## config.mk

```make
export PLATFORM = sky130hd
export DESIGN_NAME = alu_sequencer
export DESIGN_NICKNAME = d
export VERILOG_FILES = /design/src/rtl/alu_sequencer.sv
export SDC_FILE = /design/constraint.sdc
export NUM_CORES = 1
export LEC_CHECK = 0
export CORE_UTILIZATION = 40
export DETAILED_ROUTE_END_ITERATION = 10
export PLACE_DENSITY = 0.7
export SETUP_SLACK_MARGIN = 0.2
export SYNTH_ARGS = -nofsm -noshare
export SYNTH_HDL_FRONTEND = slang
export SYNTH_SLANG_ARGS = --single-unit
```

## constraint.sdc

```tcl
create_clock -name clk -period 2.2 [get_ports clk]
set_input_delay 0.22 -clock clk [delete_from_list [all_inputs] [get_ports clk]]
set_output_delay 0.22 -clock clk [all_outputs]
set_load 0.05 [all_outputs]
```

## src/rtl/alu_sequencer.sv

```systemverilog
`default_nettype none
// ============================================================================
// Module   : alu_sequencer
// Brief    : Round-robin two-port sequencer that loads B then A onto the ALU
//            bus, holds the unit code for SETTLE cycles and returns y / L.
// Revision : 1.0 - initial release
// ============================================================================
module alu_sequencer #(
    parameter int SETTLE = 2
) (
    input  logic        clk,
    input  logic        reset,
    input  logic        req0,
    input  logic        req1,
    input  logic [3:0]  op0,
    input  logic [3:0]  op1,
    input  logic [2:0]  roll0,
    input  logic [2:0]  roll1,
    input  logic        lin0,
    input  logic        lin1,
    input  logic [15:0] a0,
    input  logic [15:0] b0,
    input  logic [15:0] a1,
    input  logic [15:0] b1,
    output logic        done0,
    output logic        done1,
    output logic        err,
    output logic [15:0] result,
    output logic        l_result,
    output logic        busy,
    output logic [15:0] ibus_out,
    output logic        ibus_drive,
    output logic        w_a,
    output logic        w_b,
    output logic [3:0]  runit,
    output logic [2:0]  rollop,
    output logic        l_out,
    input  logic [15:0] y,
    input  logic        alu_l_toggle
);

    localparam logic [2:0] c_IDLE     = 3'd0;
    localparam logic [2:0] c_SETUP_B  = 3'd1;
    localparam logic [2:0] c_STROBE_B = 3'd2;
    localparam logic [2:0] c_SETUP_A  = 3'd3;
    localparam logic [2:0] c_STROBE_A = 3'd4;
    localparam logic [2:0] c_EXEC     = 3'd5;
    localparam logic [2:0] c_DONE     = 3'd6;

    localparam logic [3:0] c_LAST     = 4'(SETTLE - 1);

    logic [2:0]  state_q, state_d;
    logic [3:0]  cnt_q, cnt_d;
    logic        ptr_q, ptr_d;
    logic        win_q, win_d;
    logic [3:0]  op_q, op_d;
    logic [2:0]  roll_q, roll_d;
    logic        lin_q, lin_d;
    logic [15:0] a_q, a_d;
    logic [15:0] b_q, b_d;
    logic [15:0] result_q, result_d;
    logic        lres_q, lres_d;
    logic        w_pick;

    logic        done0_q, done0_d;
    logic        done1_q, done1_d;
    logic        err_q, err_d;
    logic        busy_q, busy_d;
    logic [15:0] ibus_out_q, ibus_out_d;
    logic        ibus_drive_q, ibus_drive_d;
    logic        w_a_q, w_a_d;
    logic        w_b_q, w_b_d;
    logic [3:0]  runit_q, runit_d;
    logic [2:0]  rollop_q, rollop_d;
    logic        l_out_q, l_out_d;

    // State, latched operation and registered outputs
    always_ff @(posedge clk or negedge reset) begin
        if (!reset) begin
            state_q      <= c_IDLE;
            cnt_q        <= 4'd0;
            ptr_q        <= 1'b0;
            win_q        <= 1'b0;
            op_q         <= 4'd0;
            roll_q       <= 3'd0;
            lin_q        <= 1'b0;
            a_q          <= 16'd0;
            b_q          <= 16'd0;
            result_q     <= 16'd0;
            lres_q       <= 1'b0;
            done0_q      <= 1'b0;
            done1_q      <= 1'b0;
            err_q        <= 1'b0;
            busy_q       <= 1'b0;
            ibus_out_q   <= 16'd0;
            ibus_drive_q <= 1'b0;
            w_a_q        <= 1'b1;
            w_b_q        <= 1'b1;
            runit_q      <= 4'd0;
            rollop_q     <= 3'd0;
            l_out_q      <= 1'b0;
        end else begin
            state_q      <= state_d;
            cnt_q        <= cnt_d;
            ptr_q        <= ptr_d;
            win_q        <= win_d;
            op_q         <= op_d;
            roll_q       <= roll_d;
            lin_q        <= lin_d;
            a_q          <= a_d;
            b_q          <= b_d;
            result_q     <= result_d;
            lres_q       <= lres_d;
            done0_q      <= done0_d;
            done1_q      <= done1_d;
            err_q        <= err_d;
            busy_q       <= busy_d;
            ibus_out_q   <= ibus_out_d;
            ibus_drive_q <= ibus_drive_d;
            w_a_q        <= w_a_d;
            w_b_q        <= w_b_d;
            runit_q      <= runit_d;
            rollop_q     <= rollop_d;
            l_out_q      <= l_out_d;
        end
    end

    // Next state: arbitration, operand latch, settle count and result capture
    always_comb begin
        state_d  = state_q;
        cnt_d    = cnt_q;
        ptr_d    = ptr_q;
        win_d    = win_q;
        op_d     = op_q;
        roll_d   = roll_q;
        lin_d    = lin_q;
        a_d      = a_q;
        b_d      = b_q;
        result_d = result_q;
        lres_d   = lres_q;
        // ptr_q names the requester that wins a tie
        w_pick   = (req0 && req1) ? ptr_q : req1;

        case (state_q)
            c_IDLE: begin
                if (req0 || req1) begin
                    win_d  = w_pick;
                    ptr_d  = ~w_pick;
                    op_d   = w_pick ? op1   : op0;
                    roll_d = w_pick ? roll1 : roll0;
                    lin_d  = w_pick ? lin1  : lin0;
                    a_d    = w_pick ? a1    : a0;
                    b_d    = w_pick ? b1    : b0;
                    cnt_d  = 4'd0;
                    if (op_d[3]) begin
                        state_d = c_SETUP_B;
                    end else begin
                        state_d  = c_DONE;
                        result_d = 16'd0;
                        lres_d   = 1'b0;
                    end
                end
            end
            c_SETUP_B:  state_d = c_STROBE_B;
            c_STROBE_B: state_d = c_SETUP_A;
            c_SETUP_A:  state_d = c_STROBE_A;
            c_STROBE_A: begin
                state_d = c_EXEC;
                cnt_d   = 4'd0;
            end
            c_EXEC: begin
                if (cnt_q == c_LAST) begin
                    state_d  = c_DONE;
                    result_d = y;
                    lres_d   = alu_l_toggle;
                end else begin
                    cnt_d = cnt_q + 4'd1;
                end
            end
            c_DONE:  state_d = c_IDLE;
            default: state_d = c_IDLE;
        endcase
    end

    // Outputs are decoded from the next state so they can be registered
    // without adding a cycle of latency.
    always_comb begin
        ibus_drive_d = 1'b0;
        ibus_out_d   = 16'd0;
        w_a_d        = 1'b1;
        w_b_d        = 1'b1;
        runit_d      = 4'd0;
        rollop_d     = 3'd0;
        l_out_d      = 1'b0;
        done0_d      = 1'b0;
        done1_d      = 1'b0;
        err_d        = 1'b0;
        busy_d       = (state_d != c_IDLE);

        case (state_d)
            c_SETUP_B, c_STROBE_B: begin
                ibus_drive_d = 1'b1;
                ibus_out_d   = b_d;
                w_b_d        = (state_d != c_STROBE_B);
            end
            c_SETUP_A, c_STROBE_A: begin
                ibus_drive_d = 1'b1;
                ibus_out_d   = a_d;
                w_a_d        = (state_d != c_STROBE_A);
            end
            c_EXEC: begin
                runit_d  = op_d;
                rollop_d = roll_d;
                l_out_d  = lin_d;
            end
            c_DONE: begin
                done0_d = ~win_d;
                done1_d = win_d;
                err_d   = ~op_d[3];
            end
            default: ;
        endcase
    end

    assign done0      = done0_q;
    assign done1      = done1_q;
    assign err        = err_q;
    assign result     = result_q;
    assign l_result   = lres_q;
    assign busy       = busy_q;
    assign ibus_out   = ibus_out_q;
    assign ibus_drive = ibus_drive_q;
    assign w_a        = w_a_q;
    assign w_b        = w_b_q;
    assign runit      = runit_q;
    assign rollop     = rollop_q;
    assign l_out      = l_out_q;

endmodule
`default_nettype wire

```

==> summary.md <==
| Metric | Value |
|---|---|
| Data arrival time of the worst path | `2.15 ns` |
| Final Max Tran Viols | `0` |
| Insertion delay of the later-clocked pin in the worst-skew pair | `0.35 ns` |
| P_leak | `2.55 nW` |
| Total Wirelength | `10000 microns` |
| Post-placement setup slack | `0.0119 ns` |
| Fraction of post-synthesis cell area in the top cell type by area | `59.4%` |
| Initial DRC count | `91` |
| Startpoint type of the worst setup path | `flip-flop` |
| Proportion of total power due to net switching | `42.8%` |
| R2r worst-path depth | `5` |
| Residual overflow from global routing | `0` |
| Worst voltage drop across the vdd grid | `682 uV` |
| Worst-path cell chain | `or3_1 -> buf_4 -> or3_1 -> o221a_2 -> a22o_1` |
| Dominant register cell in the synthesized netlist | `dfrtp_1` |
| Maximum root-to-sink buffer count | `2` |
| Crit path max fanout | `17` |
| Biggest area consumer among synthesized cells | `dfrtp_1` |
| Netlist area before placement | `4000 sq um` |
| Critical path launch point | `state_q[1]$_DFF_PN0_` |
| Antenna violations before repair | `0` |
| DPL Wire Length | `7160 microns` |
| DRC violations left | `0` |
| Most frequently used cell type in the post-synthesis netlist | `dfrtp_1` |
| Count of final hold-check violations | `0` |
| Share of layout cells above drive strength 1 | `13.8%` |
| Post-Layout Inst Area | `5900 sq um` |
| Layout overhead on the synthesized area | `47.3%` |
| Horizontal extent of the die | `102 microns` |
| Worst-case setup margin in the final layout | `0.291 ns` |
| Yosys Warn Count | `0` |
| # port buffers | `148` |
| Total power consumption of the routed design | `8.05 mW` |
| Critical Path Most Common Cell | `or3_1` |
| Gate family responsible for the most delay along the worst path | `simple AND/OR/NAND/NOR gates` |
| GRT Overall Usage | `20.0%` |
| Final-layout setup total negative slack | `0 ns` |
| Ys async rst share | `100%` |
| Number of top-level pins | `149` |
| Area taken by flip-flops and latches | `2430 sq um` |
| Actual slew at the worst max-slew pin | `0.556 ns` |
| Multi-input gate area | `1460 sq um` |
| Starting density of the core | `41.1%` |
| Y dimension of the die | `102 microns` |
| Proportion of power drawn by the clock network | `13.6%` |
| Maximum clock frequency | `524 MHz` |
| Area inside the core boundary | `9730 sq um` |
| CP Data Required Time | `2.44 ns` |
| Number of library cell types mapped by synthesis | `40` |
| Reported max-cap violation count | `0` |
| Buffers and inverters on the worst path | `1` |
| DIE AREA | `10400 sq um` |
| Final period demand of the worst path | `1.91 ns` |
| Min-delay worst type | `in -> async` |
| Num CTS Buffers | `9` |
| Avg Cell Area, Syn | `12.5 sq um` |
| Net switching power | `3.44 mW` |
| Filler Cell Count | `829` |
| Number of endpoints failing setup at the final stage | `0` |
| ANT cells | `0` |
| Most numerous cell types in the synthesized netlist | `dfrtp_1, a22o_1, mux2i_1` |
| Logic gate share of total power | `51.3%` |
| Register bit total from synthesis | `97` |
| Cell at the root of the clock tree | `clkbuf_8` |
| Crit path max-delay cell type | `or3_1` |
| Cell area reported after detailed placement | `5680 sq um` |
| Num Clock Sinks | `97` |
| Status | `finished clean` |
| Final period utilization | `86.8%` |
| Clock H-tree levels | `3` |
| Number of rows created at floorplan | `36` |
| Fin nets | `578` |
| Count of vias placed by the detailed router | `3122` |
| Reg2Reg Capture Point | `ibus_out[3]$_DFF_PN0_` |
| Via count of the first global-routing pass | `3110` |
| Power per Cell Area | `1370 nW/um^2` |
| Number of flops mapped to enable cells by yosys | `0` |
| Largest incremental delay on the critical path | `0.50 ns` |
| Largest cells by area after synthesis | `dfrtp_1, a22o_1, mux2i_1` |
| Via count normalized by instance count | `5.09` |
| Unrepaired setup endpoints after global routing | `no` |
| R2R Setup Slk | `0.29 ns` |
| Routability cong. | `0.821` |
| Part of the total power dissipated in sequential elements | `35.1%` |
| WL/cell | `16.4 microns` |
| Largest net degree at the start of global routing | `50` |
| Router iterations before antenna repair | `4` |
| Endpoint kind of the worst setup timing path | `flip-flop` |
| Post-CTS repair timing setup buffer count | `0` |
| Internal Power | `4.61 mW` |
| Register area share after synthesis | `60.7%` |
| Kind of critical path | `reg -> reg` |
| Wire length of the first global-routing pass | `15800 microns` |
| Relative slew margins | `62.9%` |
| Worst flop-to-flop path startpoint | `state_q[1]$_DFF_PN0_` |
| Antenna-violating nets left | `0` |
| Clock transition at the register clock pins on the worst setup and hold paths after CTS | `0.10 ns` |
| Total nets after synthesis | `422` |
| CTS tree | `built` |
| Syn Inst Count | `319` |
| Setup clock skew after layout | `0.0115 ns` |
registers in the layout (all words and copies together), names as in the netlist, 3 cells and up:
register and count:
op_q 4, b_q 16, ibus_out 16, roll_q 3, runit 4, result 16, cnt_q 4, state_q 3
rollop 3, a_q 16
worst max-delay path by stage:
stage / end / cells past startpoint / slack [ns]
5_1_grt: ibus_out[3]$_DFF_PN0_ / 5 / 0.23
3_5_place_dp: ibus_out[2]$_DFF_PN0_ / 5 / 0.01
3_3_place_gp: ibus_out[10]$_DFF_PN0_ / 5 / 0.10
2_1_floorplan: l_result$_DFFE_PN0P_ / 9 / 0.32
6_report: ibus_out[3]$_DFF_PN0_ / 5 / 0.29
4_1_cts: ibus_out[4]$_DFF_PN0_ / 5 / 0.21
per-stage QoR:
stage | cells | hold WS (ns) | util, %
floorplan | 319 | -0.0756 | -
global placement | 595 | 0.0991 | 58.3
detailed placement | 595 | 0.101 | 58.3
CTS | 613 | 0.257 | 60.5
global route | 613 | 0.280 | 60.6
finish | 613 | 0.257 | 60.6
cell families (layout without fill, tap and decap cells):
group,after synthesis,after routing,share of synthesized area (%)
flip-flops,97,97,60.7
XOR/XNOR,2,2,0.438
AO/OA/AOI/OAI,99,99,19.6
buffers and inverters,26,186,3.53
multiplexers,24,24,6.00
adder cells (fa/ha/maj),2,2,0.625
AND/OR/NAND/NOR,69,70,9.13
placed cells by master (no fill, tap or decap), types with 2 or more instances in the layout:
cell type        count
clkdlybuf4s50_1    147
dfrtp_1             95
a22o_1              35
mux2i_1             24
nand2_1             20
buf_4               19
or3_1               18
o21ai_0             18
o221a_2             16
nor2_1              13
a21oi_1             11
clkbuf_8            10
a211oi_1             8
nor2b_1              3
clkinvlp_4           3
inv_1                2
nand2b_1             2
nor2_4               2
nor2b_2              2
nor3_1               2
xor2_1               2
ha_1                 2
dfstp_2              2
metal layers:
layer  up-vias  GRT usage (%)  share of wire (%)
met5         -              0                  0
met4         0           4.51               0.97
met3         8           3.97                4.6
met2        77           33.6                 49
met1      1545           26.8                 45
li1       1492              -                  -
power by group through the flow:
stage          Combinational, mW  Sequential (mW)  Clock [mW]
4_1_cts                     4.15             2.83        1.13
6_report                    4.13             2.83        1.09
2_1_floorplan               1.66             3.95           0
5_1_grt                     4.46             2.90        1.18
3_5_place_dp                4.14             2.85           0
3_3_place_gp                4.01             2.85           0
cell type report:
type,instances,area share (%)
flip-flops and latches,97,41.2
multi-input cells,197,24.8
inverters,2,0.127
repair buffers,168,27.9
clock inverters,6,0.870
well taps,133,2.82
clock buffers,10,2.33
timing repair:
| action | 4_1_cts | 5_1_grt |
|---|---|---|
| setup endpoints to repair | 24 | 27 |
| hold endpoints to repair | 16 | 0 |
| hold buffers | 1 | 0 |
| gates cloned | 1 | 0 |
| pin swaps | 1 | 0 |
| gates resized for setup | 0 | 3 |
Power figures use the tool's default switching activity.
==> RTL change 1: new RTL, config.mk and constraints unchanged <==
Make the reset (`reset`) synchronous in one clocked block.
--- a/src/rtl/alu_sequencer.sv
+++ b/src/rtl/alu_sequencer.sv
@@ -76,5 +76,5 @@
 
     // State, latched operation and registered outputs
-    always_ff @(posedge clk or negedge reset) begin
+    always_ff @(posedge clk) begin
         if (!reset) begin
             state_q      <= c_IDLE;
Behaviour: differs if reset is asserted again (counterexample within 4 cycles, from zero or initial values and one cycle with reset low); with reset held inactive, the same outputs for 10 cycles.
==> RTL change 1 against the unedited design <==
- area after synthesis shrank 0.34%
- total power shrank 28%
- sequential cell count is the same
- die area shrank 0.33%
- critical path type unchanged
- setup slack gained 0.074 ns
- clock power grew 39%
- sequential share of layout area shrank 8.5 points
- combinational power shrank 50%
- wire length grew 11%
- clock skew shrank 0.0043 ns
- cell area grew 0.66%
- utilization grew 0.40 points
==> RTL change 1: results (changes against the unedited design) <==
[status]
outcome = complete, no violations

[power_and_ir_drop]
ir_drop_worst_case_vdd_mv = 0.473  ; -31%
netSwitchingPower_mw = 1.99  ; -42%
leakagePower_nw = 2.25  ; -12%
net_switching_share_of_the_total_power_pct = 34.3  ; -8.5 points
seq_cell_power_mw = 2.20  ; -22%
pg_comb_mw = 2.07  ; -50%

[placed_design]
placement.setup.worst_slack_ns = -0.144  ; -0.156 ns
hpwlAfterDp_mm = 7.81  ; +9.1%
place_area_um2 = 5650  ; -0.46%

[cells_and_area]
area_share_clock_buf_inv_pct = 4.64  ; +1.4 points
fill_cells = 868  ; +4.7%
sequential_cell_area_um2 = 1940  ; -20%
signal_buffer_area_fraction_pct = 28.1  ; +0.20 points
finish.instance_area_um2 = 5940  ; +0.66%
final.signal_inverter_count = 23  ; +21
fraction_of_area_in_multi_input_gates_pct = 30.3  ; +5.6 points
non_clock_buffer_count = 170  ; +1.2%

[logic_synthesis]
synth_top_cells_by_area = sky130_fd_sc_hd__dfxtp_1, sky130_fd_sc_hd__nand2_1, sky130_fd_sc_hd__o21ai_0
synth_common_cells = sky130_fd_sc_hd__dfxtp_1, sky130_fd_sc_hd__nand2_1, sky130_fd_sc_hd__o21ai_0
synth.net_count = 541  ; +28%
synth_area_per_cell_um2 = 9.11  ; -27%
ys_seq_area_share_pct = 48.7  ; -12 points

[drt]
vias_per_cell = 5.31  ; +4.2%
drt_iter0_markers = 159  ; +75%
wl_mm = 11.1  ; +11%

[global_routing]
met2_usage_pct = 35.3  ; +1.7 points
grt.total_usage_pct = 21.1  ; +1.1 points
grtUsageMet3_pct = 3.76  ; -0.21 points
via_count_of_the_first_global_routing_pass = 3500  ; +13%
grt_max_degree = 42  ; -16%

[timing]
worst_slew_pin_slew_ns = 0.814  ; +0.258 ns
skew_ns = 0.00725  ; -0.00427 ns

[critical_path]
critPathSlowestCell = sky130_fd_sc_hd__dfxtp_1
worst_ep_arrival_time_ns = 2.11  ; -0.04 ns

[min_path]
path_category_of_the_worst_min_delay_check = input port to flip-flop

RTL change 1: worst paths after layout:
path,start,to,cells past startpoint,slack (ns)
max,state_q[1],ibus_out[11],4,0.36
min,reset,ibus_drive,2,0.21
max reg2reg,state_q[1],ibus_out[11],4,0.36
min reg2reg,win_q,done0,1,0.44
RTL change 1: logic make-up (layout without fill, tap and decap cells):
logic type                 after synthesis  in the layout  synth area share, %
and+or+nand+nor                        131            131                 15.3
adders and majority gates                2              2                0.627
muxes                                    7              7                 1.76
DFF                                     97             97                 48.7
buffers and inverters                   60            209                 6.46
AOI/OAI and AO/OA                      139            139                 26.7
xor gates and xnor gates                 2              2                0.439
RTL change 1: worst max-delay path, delay by kind of cell, from the launching register on:
family / cells / cell delay, ns
AOI/OAI and AO/OA: 1 / 0.32
buffers and inverters: 1 / 0.32
DFF: 1 / 0.43
and+or+nand+nor: 2 / 0.68
==> RTL change 2: new RTL, config.mk and constraints unchanged <==
Made on the original files. Register the output `l_result` once more, with the module's reset; this adds one clock of latency there. The other outputs are not delayed to match.
--- a/src/rtl/alu_sequencer.sv
+++ b/src/rtl/alu_sequencer.sv
@@ -227,5 +227,11 @@
     assign err        = err_q;
     assign result     = result_q;
-    assign l_result   = lres_q;
+    always_ff @(posedge clk or negedge reset) begin
+        if (!reset) begin
+            l_result <= '0;
+        end else begin
+            l_result <= lres_q;
+        end
+    end
     assign busy       = busy_q;
     assign ibus_out   = ibus_out_q;
Behaviour: not the same (a bounded check fails within 10 cycles, from zero or initial values and one cycle with reset low).
==> RTL change 2 against the unedited design <==
- area after synthesis rose by 0.50%
- wire length is 1.1% lower
- synthesized cell count grew 0.31%
- register-to-register slack better by 0.09 ns
- setup slack improved by 0.0090 ns
- worst hold slack better by 0.10 ns
- clock power down 4%
- cell area rose by 0.23%
- sequential cell count grew 1
- total power down 0.53%
- sequential share of layout area rose by 0.33 points
- largest power group unchanged
==> RTL change 2: results (changes against the unedited design) <==
[power_and_ir_drop]
leakagePower_nw = 2.57  ; +0.67%
cellPowerDensity_nw_per_um2 = 1350  ; -0.76%
p_int_mw = 4.64  ; +0.65%
power.share.sequential_pct = 35.6  ; +0.5 points

[placed_design]
gp_routability_congestion = 0.717  ; -13%
place_area_um2 = 5710  ; +0.66%
placement.setup.worst_slack_ns = 0.00352  ; -0.00837 ns
numPlacedInstances = 597  ; +0.34%

[timing]
maxClockFrequency_mhz = 526  ; +0.47%
skew_ns = 0.00751  ; -0.00401 ns
final.hold.worst_slack_ns = 0.359  ; +0.103 ns
worst_slew_pin_slew_ns = 0.550  ; -0.00600 ns

[critical_path]
rrSetupSlack_ns = 0.38  ; +0.09 ns
crit-reg2reg-launch = cnt_q[1]
rr_endpoint = result[13]
max_stage_delay_ns = 0.80  ; +0.30 ns
rr_worst_depth = 7  ; +2
critical_path.top_delay_family = buffers and inverters
termination_of_the_worst_setup_path = w_a

[drt]
drt_iter0_markers = 127  ; +40%
avgRoutedWirePerCell_um = 16.2  ; -1.3%

[cells_and_area]
post_route_cells_drive_above_1_share_pct = 12.9  ; -0.86 points
nNetsFinal = 579  ; +0.17%

[status]
outcome = complete, no violations

[global_routing]
grt_first_pass_wirelength_mm = 15.3  ; -3.1%
grt.total_usage_pct = 19.6  ; -0.40 points
grt_max_degree = 47  ; -6.0%

[logic_synthesis]
number_of_unique_standard_cell_types_used_by_synthesis = 39  ; -2.5%
synth.net_count = 423  ; +0.24%
synth_area_per_cell_um2 = 12.6  ; +0.19%
synth_common_cells = sky130_fd_sc_hd__dfrtp_1, sky130_fd_sc_hd__a22o_1, sky130_fd_sc_hd__mux2i_1
ys_seq_area_share_pct = 61.0  ; +0.32 points

## RTL change 2: cell count changes after synthesis, sizes merged
cell   before  now
dfrtp      95   96
## RTL change 2: cells by family after synthesis
family | share of synthesized area [%]
xor+xnor | 0.436
compound gates | 19.5
buf+inv | 3.45
mux | 5.97
simple gates | 9.02
fa+ha+maj | 0.622
flops | 61.0
## RTL change 2: layer usage
layer / global-route usage [%] / up-vias / share of wire, %
met5: 0 / - / 0
met4: 5.38 / 0 / 1.1
met3: 5.54 / 10 / 7.3
met2: 32.1 / 115 / 47
met1: 25.5 / 1487 / 45
li1: - / 1491 / -
## RTL change 2: what timing repair did
action                                 4_1_cts  5_1_grt
hold buffers                                 1        0
buffers inserted                             0        0
gates resized for setup                      0        2
setup endpoints to repair                    0       26
endpoints found under the hold margin       29        0
## RTL change 2: final cells by class
type	instances	area (µm²)
clock inverters	3	25.0
multi-input cells	196	1440
inverters	2	7.51
fillers	840	3860
flip-flops and latches	98	2450
repair buffers	169	1660
well taps	133	166
clock buffers	13	149
